==> config.mk <==
export PLATFORM = sky130hd
export DESIGN_NAME = usbfs_packet_tx
export DESIGN_NICKNAME = d
export VERILOG_FILES = /design/src/rtl/usbfs_pkg.sv /design/src/rtl/usbfs_crc16_ser.sv /design/src/rtl/usbfs_packet_tx.sv
export SDC_FILE = /design/constraint.sdc
export NUM_CORES = 1
export LEC_CHECK = 0
export ABC_AREA = 1
export ABC_CLOCK_PERIOD_IN_PS = 1600
export CAP_MARGIN = 15
export CORE_ASPECT_RATIO = 0.8
export CORE_MARGIN = 2
export CORE_UTILIZATION = 45
export CTS_CLUSTER_DIAMETER = 30
export DETAILED_ROUTE_END_ITERATION = 8
export PLACE_DENSITY = 0.73
export REMOVE_ABC_BUFFERS = 1
export SYNTH_ARGS = -nofsm -noshare
export SYNTH_HDL_FRONTEND = slang
export SYNTH_HIERARCHICAL = 1
export SYNTH_SLANG_ARGS = --single-unit
==> constraint.sdc <==
create_clock -name clk -period 1.6 [get_ports clk]
set_clock_uncertainty 0.2 [all_clocks]
set_input_delay 0.32 -clock clk [delete_from_list [all_inputs] [get_ports clk]]
set_output_delay 0.32 -clock clk [all_outputs]
set_load 0.005 [all_outputs]
==> src/rtl/usbfs_pkg.sv <==
// usbfs_pkg: PID constants, CRC16 helpers and TX state type shared by the USB FS device blocks.
package usbfs_pkg;
    localparam logic [3:0] PID_ACK   = 4'h2;
    localparam logic [3:0] PID_NAK   = 4'hA;
    localparam logic [3:0] PID_STALL = 4'hE;
    localparam logic [3:0] PID_DATA0 = 4'h3;
    localparam logic [3:0] PID_DATA1 = 4'hB;
    localparam logic [15:0] CRC16_POLY     = 16'h8005;
    localparam logic [15:0] CRC16_INIT     = 16'hFFFF;
    localparam logic [15:0] CRC16_RESIDUAL = 16'h800D;
    typedef enum logic [2:0] {ST_IDLE, ST_PID, ST_DATA, ST_CRC, ST_FIN} tx_state_t;
    // One serial CRC16 step for a bit taken LSB-first off the wire.
    function automatic logic [15:0] crc16_step(input logic [15:0] crc, input logic b);
        return {crc[14:0], 1'b0} ^ ((crc[15] ^ b) ? CRC16_POLY : 16'h0000);
    endfunction
endpackage

==> src/rtl/usbfs_crc16_ser.sv <==
// usbfs_crc16_ser: serial CRC16 accumulator, one bit per enabled cycle.
module usbfs_crc16_ser
    import usbfs_pkg::*;
(
    input  logic        clk,
    input  logic        rst,
    input  logic        init,
    input  logic        en,
    input  logic        din,
    output logic [15:0] crc
);
    logic [15:0] crc_q, crc_d;
    always_comb crc_d = init ? CRC16_INIT : en ? crc16_step(crc_q, din) : crc_q;
    always_ff @(posedge clk or posedge rst) begin
        if (rst) crc_q <= CRC16_INIT;
        else     crc_q <= crc_d;
    end
    assign crc = crc_q;
endmodule

==> src/rtl/usbfs_packet_tx.sv <==
// usbfs_packet_tx: serialises handshake and data packets (PID, payload, CRC16) LSB-first
// for the bit-level TX layer, with a one-byte holding register in front of the shifter.
module usbfs_packet_tx
    import usbfs_pkg::*;
#(
    parameter int MAX_PKT_BYTES = 64
)(
    input  logic       clk,
    input  logic       rst,
    input  logic       tp_sta,
    input  logic [3:0] tp_pid,
    input  logic       tp_zlp,
    input  logic       tp_byte_en,
    input  logic [7:0] tp_byte,
    input  logic       tp_byte_last,
    output logic       tp_byte_rdy,
    output logic       tp_busy,
    output logic       tp_err,
    output logic       tx_sta,
    input  logic       tx_req,
    output logic       tx_bit,
    output logic       tx_fin
);
    localparam int BCW = $clog2(MAX_PKT_BYTES + 1);
    localparam logic [BCW-1:0] BMAX = BCW'(MAX_PKT_BYTES);

    tx_state_t state_q, state_d;
    logic [7:0] shift_q, shift_d, hold_q, hold_d;
    logic hold_full_q, hold_full_d, hold_last_q, hold_last_d, cur_last_q, cur_last_d;
    logic [2:0] bit_cnt_q, bit_cnt_d;
    logic [3:0] crc_cnt_q, crc_cnt_d;
    logic [BCW-1:0] byte_cnt_q, byte_cnt_d;
    logic is_data_q, is_data_d, zlp_q, zlp_d, inv_q, inv_d;
    logic tx_sta_q, tx_sta_d, tx_fin_q, tx_fin_d, tp_err_q, tp_err_d;
    logic [15:0] crc;
    logic shifting, consume, boundary, accept, avail;

    assign shifting    = state_q == ST_PID || state_q == ST_DATA;
    assign consume     = tx_req && shifting;
    assign boundary    = consume && bit_cnt_q == 3'd7;
    assign tp_byte_rdy = shifting && !hold_full_q;
    assign accept      = tp_byte_en && tp_byte_rdy;
    // A byte arriving on the boundary cycle itself is bypassed straight into the shifter.
    assign avail       = hold_full_q || tp_byte_en;
    assign tp_busy     = state_q != ST_IDLE;
    assign tx_bit      = state_q == ST_CRC ? crc[~crc_cnt_q] ^ ~inv_q : tp_busy & shift_q[0];
    assign tx_sta      = tx_sta_q;
    assign tx_fin      = tx_fin_q;
    assign tp_err      = tp_err_q;

    usbfs_crc16_ser u_crc (
        .clk  (clk),
        .rst  (rst),
        .init (state_q == ST_IDLE && tp_sta),
        .en   (tx_req && state_q == ST_DATA),
        .din  (shift_q[0]),
        .crc  (crc)
    );

    always_comb begin
        state_d     = state_q;
        shift_d     = shift_q;
        hold_d      = hold_q;
        hold_full_d = hold_full_q;
        hold_last_d = hold_last_q;
        cur_last_d  = cur_last_q;
        bit_cnt_d   = bit_cnt_q;
        crc_cnt_d   = crc_cnt_q;
        byte_cnt_d  = byte_cnt_q;
        is_data_d   = is_data_q;
        zlp_d       = zlp_q;
        inv_d       = inv_q;
        tx_sta_d    = 1'b0;
        tx_fin_d    = 1'b0;
        tp_err_d    = 1'b0;
        if (accept) begin
            hold_d      = tp_byte;
            hold_full_d = 1'b1;
            hold_last_d = tp_byte_last;
        end
        if (consume) begin
            shift_d   = {1'b0, shift_q[7:1]};
            bit_cnt_d = bit_cnt_q + 3'd1;
        end
        case (state_q)
            ST_IDLE: if (tp_sta) begin
                shift_d     = {~tp_pid, tp_pid};
                bit_cnt_d   = 3'd0;
                crc_cnt_d   = 4'd0;
                byte_cnt_d  = '0;
                hold_full_d = 1'b0;
                cur_last_d  = 1'b0;
                inv_d       = 1'b0;
                is_data_d   = tp_pid[1:0] == 2'b11;
                zlp_d       = tp_zlp;
                tx_sta_d    = 1'b1;
                state_d     = ST_PID;
            end
            ST_PID, ST_DATA: if (boundary) begin
                if (state_q == ST_PID && !is_data_q) begin
                    tx_fin_d = 1'b1;
                    state_d  = ST_FIN;
                end else if ((state_q == ST_PID && zlp_q) || cur_last_q) begin
                    state_d = ST_CRC;
                end else if (byte_cnt_q == BMAX) begin
                    tp_err_d = 1'b1;
                    state_d  = ST_CRC;
                end else if (avail) begin
                    shift_d     = hold_full_q ? hold_q : tp_byte;
                    cur_last_d  = hold_full_q ? hold_last_q : tp_byte_last;
                    byte_cnt_d  = byte_cnt_q + 1'b1;
                    hold_full_d = 1'b0;
                    state_d     = ST_DATA;
                end else begin
                    // Underflow: ship a deliberately wrong CRC so the host drops the packet.
                    tp_err_d = 1'b1;
                    inv_d    = 1'b1;
                    state_d  = ST_CRC;
                end
            end
            ST_CRC: if (tx_req) begin
                crc_cnt_d = crc_cnt_q + 4'd1;
                if (crc_cnt_q == 4'd15) begin
                    tx_fin_d = 1'b1;
                    state_d  = ST_FIN;
                end
            end
            ST_FIN:  state_d = ST_IDLE;
            default: state_d = ST_IDLE;
        endcase
    end

    always_ff @(posedge clk or posedge rst) begin
        if (rst) begin
            state_q     <= ST_IDLE;
            shift_q     <= '0;
            hold_q      <= '0;
            hold_full_q <= 1'b0;
            hold_last_q <= 1'b0;
            cur_last_q  <= 1'b0;
            bit_cnt_q   <= '0;
            crc_cnt_q   <= '0;
            byte_cnt_q  <= '0;
            is_data_q   <= 1'b0;
            zlp_q       <= 1'b0;
            inv_q       <= 1'b0;
            tx_sta_q    <= 1'b0;
            tx_fin_q    <= 1'b0;
            tp_err_q    <= 1'b0;
        end else begin
            state_q     <= state_d;
            shift_q     <= shift_d;
            hold_q      <= hold_d;
            hold_full_q <= hold_full_d;
            hold_last_q <= hold_last_d;
            cur_last_q  <= cur_last_d;
            bit_cnt_q   <= bit_cnt_d;
            crc_cnt_q   <= crc_cnt_d;
            byte_cnt_q  <= byte_cnt_d;
            is_data_q   <= is_data_d;
            zlp_q       <= zlp_d;
            inv_q       <= inv_d;
            tx_sta_q    <= tx_sta_d;
            tx_fin_q    <= tx_fin_d;
            tp_err_q    <= tp_err_d;
        end
    end
endmodule
== Word-level counts from Yosys, hierarchy flattened ==
Index checks and enable logic that the tools add are counted.

* Add/sub/neg operators: 3
* $lt $le $gt $ge: 1
* Equal/unequal tests: 16
* Mux-type cells: 72
* Bitwise operators: 7
* Reductions and logical operators: 24

{| class="wikitable"
|+ Operator list
! operator !! count
|-
| 2-to-1 mux 8 bit || 8
|-
| 2-to-1 mux 16 bit || 3
|-
| 2-to-1 mux 7 bit || 6
|-
| 2-to-1 mux 1 bit || 36
|-
| 2-to-1 mux 3 bit || 8
|-
| != test 2 bit (second input constant) || 8
|-
| one-hot mux 8 bit (2 select lines) || 1
|-
| bitwise XOR 16 bit || 1
|-
| one-hot mux 7 bit (2 select lines) || 1
|-
| AND reduction 7 bit || 2
|-
| one-hot mux 3 bit (3 select lines) || 1
|-
| logical AND 1 bit || 8
|-
| 2-to-1 mux 4 bit || 2
|-
| NOT 4 bit || 2
|-
| one-hot mux 1 bit (2 select lines) || 4
|-
| one-hot mux 4 bit (2 select lines) || 1
|-
| adder 7 x 1 -> 7 bit (second input constant) || 1
|-
| == test 7 bit (second input constant) || 1
|-
| == test 3 x 2 -> 1 bit (second input constant) || 2
|-
| nonzero test 2 bit || 3
|-
| less-than comparator 4 x 5 -> 1 bit (second input constant) || 1
|-
| adder 4 x 1 -> 4 bit (second input constant) || 1
|-
| binary-select mux 1 bit (select 4 bit) || 1
|-
| == test 4 bit (second input constant) || 1
|-
| other kinds (16) || 20
|}

* Register bits: 58
* Bits of input ports: 19
* Output and inout port bits: 6

== Longest topological paths before layout ==
* Depth in word-level cells: 11
* Depth in mapped cells: 10
* Gate-level depth less buffers: 10

== Hierarchy ==
The synthesis kept the hierarchy.

{| class="wikitable"
|+ Modules (own cells, without submodules)
! module !! times used !! cells an instance !! area each (sq um) !! seq. area each (sq um)
|-
| usbfs_packet_tx || 1 || 346 || 2612.5 || 1051.0
|-
| usbfs_crc16_ser || 1 || 69 || 745.7 || 420.4
|}

== Worst setup path before layout ==
No wires, ideal clock.

* Path type: flip-flop to flip-flop
* Start point: register state_q[1]
* End point: register u_crc.crc_q[10] (netlist: u_crc/crc[10])
* Data arrival time: 1463 ps
* Data required time: 1324 ps
* Setup slack: -139 ps
* Cell stages (with the launch flop): 8
* Buffers on the path: 2
* Clock period less this slack: 1739 ps
* Cells stage by stage: dfrtp_1 -> inv_2 -> nand3_2 -> nor2_4 -> buf_2 -> nor2_2 -> buf_6 -> a22oi_2

* Longest elaborated chain between the ends: 3

{| class="wikitable"
|+ Ends and longest elaborated chain
! what !! RTL line !! RTL
|-
| start: declaration || usbfs_packet_tx.sv:27 || <nowiki>tx_state_t state_q, state_d;</nowiki>
|-
| start signal: assignment || usbfs_packet_tx.sv:151 || <nowiki>state_q <= state_d;</nowiki>
|-
| == test 3 x 2 -> 1 bit / zero test 3 bit (equally long branches) || usbfs_packet_tx.sv:55, usbfs_packet_tx.sv:54 ||
|-
| logical AND 1 bit, on equally long branches || usbfs_packet_tx.sv:55, usbfs_packet_tx.sv:54 ||
|-
| nonzero test 2 bit (no line) / 2-to-1 mux 16 bit (equally long branches) || n/a ||
|-
| end signal: assignment || usbfs_crc16_ser.sv:16 || <nowiki>else crc_q <= crc_d;</nowiki>
|-
| end: declaration || usbfs_crc16_ser.sv:12 || <nowiki>logic [15:0] crc_q, crc_d;</nowiki>
|}

Parallel ways exist; a longest one is shown, timed or not.
A chain may end at the register's enable or synchronous reset.

== Worst setup path after layout ==
* Start point: register crc_cnt_q[0]
* End point: output port tx_bit

* Longest elaborated chain between the ends: 5

{| class="wikitable"
|+ Ends and longest elaborated chain
! what !! RTL line !! RTL
|-
| start: declaration || usbfs_packet_tx.sv:31 || <nowiki>logic [3:0] crc_cnt_q, crc_cnt_d;</nowiki>
|-
| start signal: assignment || usbfs_packet_tx.sv:158 || <nowiki>crc_cnt_q <= crc_cnt_d;</nowiki>
|-
| NOT 4 bit || usbfs_packet_tx.sv:46 || <nowiki>assign tx_bit = state_q == ST_CRC ? crc[~crc_cnt_q] ^ ~inv_q : tp_busy & shift_q[0];</nowiki>
|-
| binary-select mux 1 bit (select 4 bit) || usbfs_packet_tx.sv:46 ||
|-
| 2-to-1 mux 1 bit (implied by the code) || usbfs_packet_tx.sv:46 ||
|-
| bitwise XOR 1 bit || usbfs_packet_tx.sv:46 ||
|-
| 2-to-1 mux 1 bit || usbfs_packet_tx.sv:46 ||
|-
| end: declaration || usbfs_packet_tx.sv:21 || <nowiki>output logic tx_bit,</nowiki>
|}

No other way between the ends. The select of a mux whose other input is x is not followed.

==> impl_metrics.ini <==
[status]
status = complete, but fails checks
violations = negative setup slack

[sta]
relSlewSlack_pct = 80.0
rsz0062_at_grt = yes
hold_violations = 0
holdWs_ns = 0.124
tightest_slew_ns = 0.297
min_period_ns = 2.29
fin_ws_ns = -0.688
fmax_ghz = 0.437
drv_slew = 0
setup-violations-final = 61
setup_tns_ns = -15.44
layout_worst_path_cycle_share_pct = 143

[yosys]
ys_seq_area_share_pct = 43.8
yosysTopAreaCell = dfrtp_1
synth_top_area_share_pct = 31.3
synth.distinct_cells = 36
ys_warn_count = 6
netlist_instances = 415
ys_top_cells_by_area = dfrtp_1 (31%), dfstp_2 (13%), nand2_1 (9.8%)
synth_area_per_cell_sq_um = 8.09
synthesis.area_sq_um = 3360
synth_seq_cells = 58

[floorplanning]
rows = 28
die_w_um = 101
core-area_sq_um = 7320
die_y_um = 81.3
die-area_sq_um = 8170
start_util_pct = 45.9
boundaryPins = 25

[placed_design]
place_inst = 589
place_congestion = 0.840
hpwl_mm = 5.65
port-buffer-count = 24

[critical_path]
path_common_cell = nand2_1
cp.arrival_ns = 1.77
crit_slowest_cell = dfrtp_1
crit_fanout = 5
crit_chain = buf_4, nor2_2, nor2_1, nor2_1, nand2_1, nand2_1, nand2_1, nand3_1, nand2_1, buf_2
critPathKind = reg2out
max_stage_delay_ns = 0.41
crit_required_ns = 1.08
end_kind = output pin
start_kind = flop

[power]
p_sw_mw = 3.38
pwr-share-seq_pct = 23.8
combPwrFrac_pct = 53.7
power.internal_mw = 5.08
pwr-share-clk_pct = 22.5
swShare_pct = 40.0
pwr_density_cell_nw_per_um2 = 1540
leakagePower_nw = 2.68
ir_drop_mv = 0.898

[final_layout]
multi_input_area_sq_um = 2100
diodes = 0
area_delta_synth_final_pct = 63.7
fin_nets = 572
final_cells = 643
final_cell_mix = nand2_1 (73), buf_4 (59), inv_1 (54), dfrtp_1 (42), buf_6 (33)
register_area_sq_um = 1470
final_common_cell = nand2_1
nFillCells = 422
drive_gt1_share_pct = 49.2

[routing]
via_per_inst = 5.85
finalWirelength_mm = 13.2
dr.pass1.iters = 5
antenna_left = 0
num_vias = 3764
drt-initial-drc-count = 330
drc = 0
post_drt_wl_per_cell_um = 20.5

[clock_network]
cts_buffers = 9
hold_buffers = 0
cts-root-buf = clkbuf_8
clkSlewWorstSetupHoldPaths_ns = 0.08
cts.sinks = 58
cts_max_level = 3
cts_buffer_depth = 2
cts_tree = yes
clkLatencyLatePin_ns = 0.37

[grt]
grt_pass1_vias = 3631
grtUsageTotal_pct = 28.4
antenna_found_initial = 0
grt-ovfl-total = 0
grt_max_degree = 43
grt_pass1_wl_mm = 17.6

[min_path]
min_path_type = in2async

[job]
maxCapViolations = 0
==> layer usage <==
metal / track usage, % / up-vias / part of all wire, %
met1: 34.7 / 1811 / 37
met2: 47.7 / 260 / 48
met3: 7.66 / 80 / 8.9
li1: - / 1613 / -
met5: 0 / - / 0
met4: 11.8 / 0 / 5.5
==> worst max-delay path: cells and delay by family, from the launching register on <==
family | cells | cell delay (ns)
DFF | 1 | 0.41
buffers and inverters | 2 | 0.29
and+or+nand+nor | 8 | 0.70
==> flip-flops by register name (all words and copies together), names as in the netlist <==
name,flops
u_crc/crc,16
hold_q,8
shift_q,8
byte_cnt_q,7
crc_cnt_q,4
bit_cnt_q,3
state_q,3
cur_last_q,1
hold_full_q,1
hold_last_q,1
inv_q,1
is_data_q,1
tp_err,1
tx_fin,1
tx_sta,1
zlp_q,1
==> synthesized netlist by cell type (all sizes together) <==
master and number:
a21oi 17, dfstp 16, mux2i 1, nand4 3
clkbuf 1, ha 5, or2 2, buf 8
nand3 51, xor2 6, o211ai 1, nand2 94
dfrtp 42, inv 68, nor2 47, o21bai 1
o21ai 31, a22oi 11, a21boi 1, nor3 9
==> path summary, 6_finish.rpt <==
check	from	end	slack (ns)	cells after the start
worst min register to register	hold_q[4]$_DFFE_PP0P_	hold_q[4]$_DFFE_PP0P_	0.29	2
worst max-delay path	crc_cnt_q[0]$_DFFE_PP0P_	tx_bit	-0.69	10
worst min-delay path	rst	bit_cnt_q[2]$_DFF_PP0_	0.12	3
min in group clk	hold_q[4]$_DFFE_PP0P_	hold_q[4]$_DFFE_PP0P_	0.29	2
worst max register to register	byte_cnt_q[0]$_DFFE_PP0P_	shift_q[7]$_DFF_PP0_	-0.45	8
max in group asynchronous	rst	u_crc/crc[9]$_DFFE_PP1P_	0.83	3
==> power groups by stage <==
stage,clock network (mW),logic (mW),registers [mW]
6_report,1.90,4.54,2.01
5_1_grt,1.96,4.77,2.03
4_1_cts,1.86,3.62,1.97
3_5_place_dp,0,2.57,1.99
3_3_place_gp,0,2.50,1.98
2_1_floorplan,0,1.45,1.98
==> what timing repair did <==
| action | CTS | global route |
|---|---|---|
| pin swaps | 38 | 35 |
| gates cloned | 6 | 0 |
| buffers inserted | 28 | 11 |
| setup endpoints to repair | 60 | 61 |
| gates resized for setup | 117 | 83 |
==> kinds of logic after synthesis <==
| family | after synthesis | synth area share (%) |
|---|---|---|
| DFF | 58 | 43.8 |
| AOI/OAI and AO/OA | 62 | 12.7 |
| and+or+nand+nor | 206 | 29.5 |
| adders and majority gates | 5 | 1.86 |
| xor gates and xnor gates | 6 | 1.56 |
| buffers and inverters | 77 | 9.80 |
| muxes | 1 | 0.671 |
==> final cells by class <==
cell class,count,area share (%)
well taps,90,2.05
flip-flops and latches,58,26.8
multi-input cells,283,38.1
inverters,68,5.30
clock buffers,11,2.57
repair inverters,2,0.205
clock inverters,5,2.28
repair buffers,126,22.7
==> metrics by stage <==
stage / area [sq um] / worst slack, ns / total power [mW] / utilization (%)
3_3_place_gp: 4200 / -0.515 / 4.48 / 57.3
2_1_floorplan: 3290 / -0.214 / 3.43 / -
4_1_cts: 5130 / -0.514 / 7.45 / 70.1
3_5_place_dp: 4200 / -0.542 / 4.56 / 57.3
5_1_grt: 5500 / -0.841 / 8.76 / 75.1
6_report: 5500 / -0.688 / 8.45 / 75.1
No activity file was read; power rests on OpenSTA's default activity.
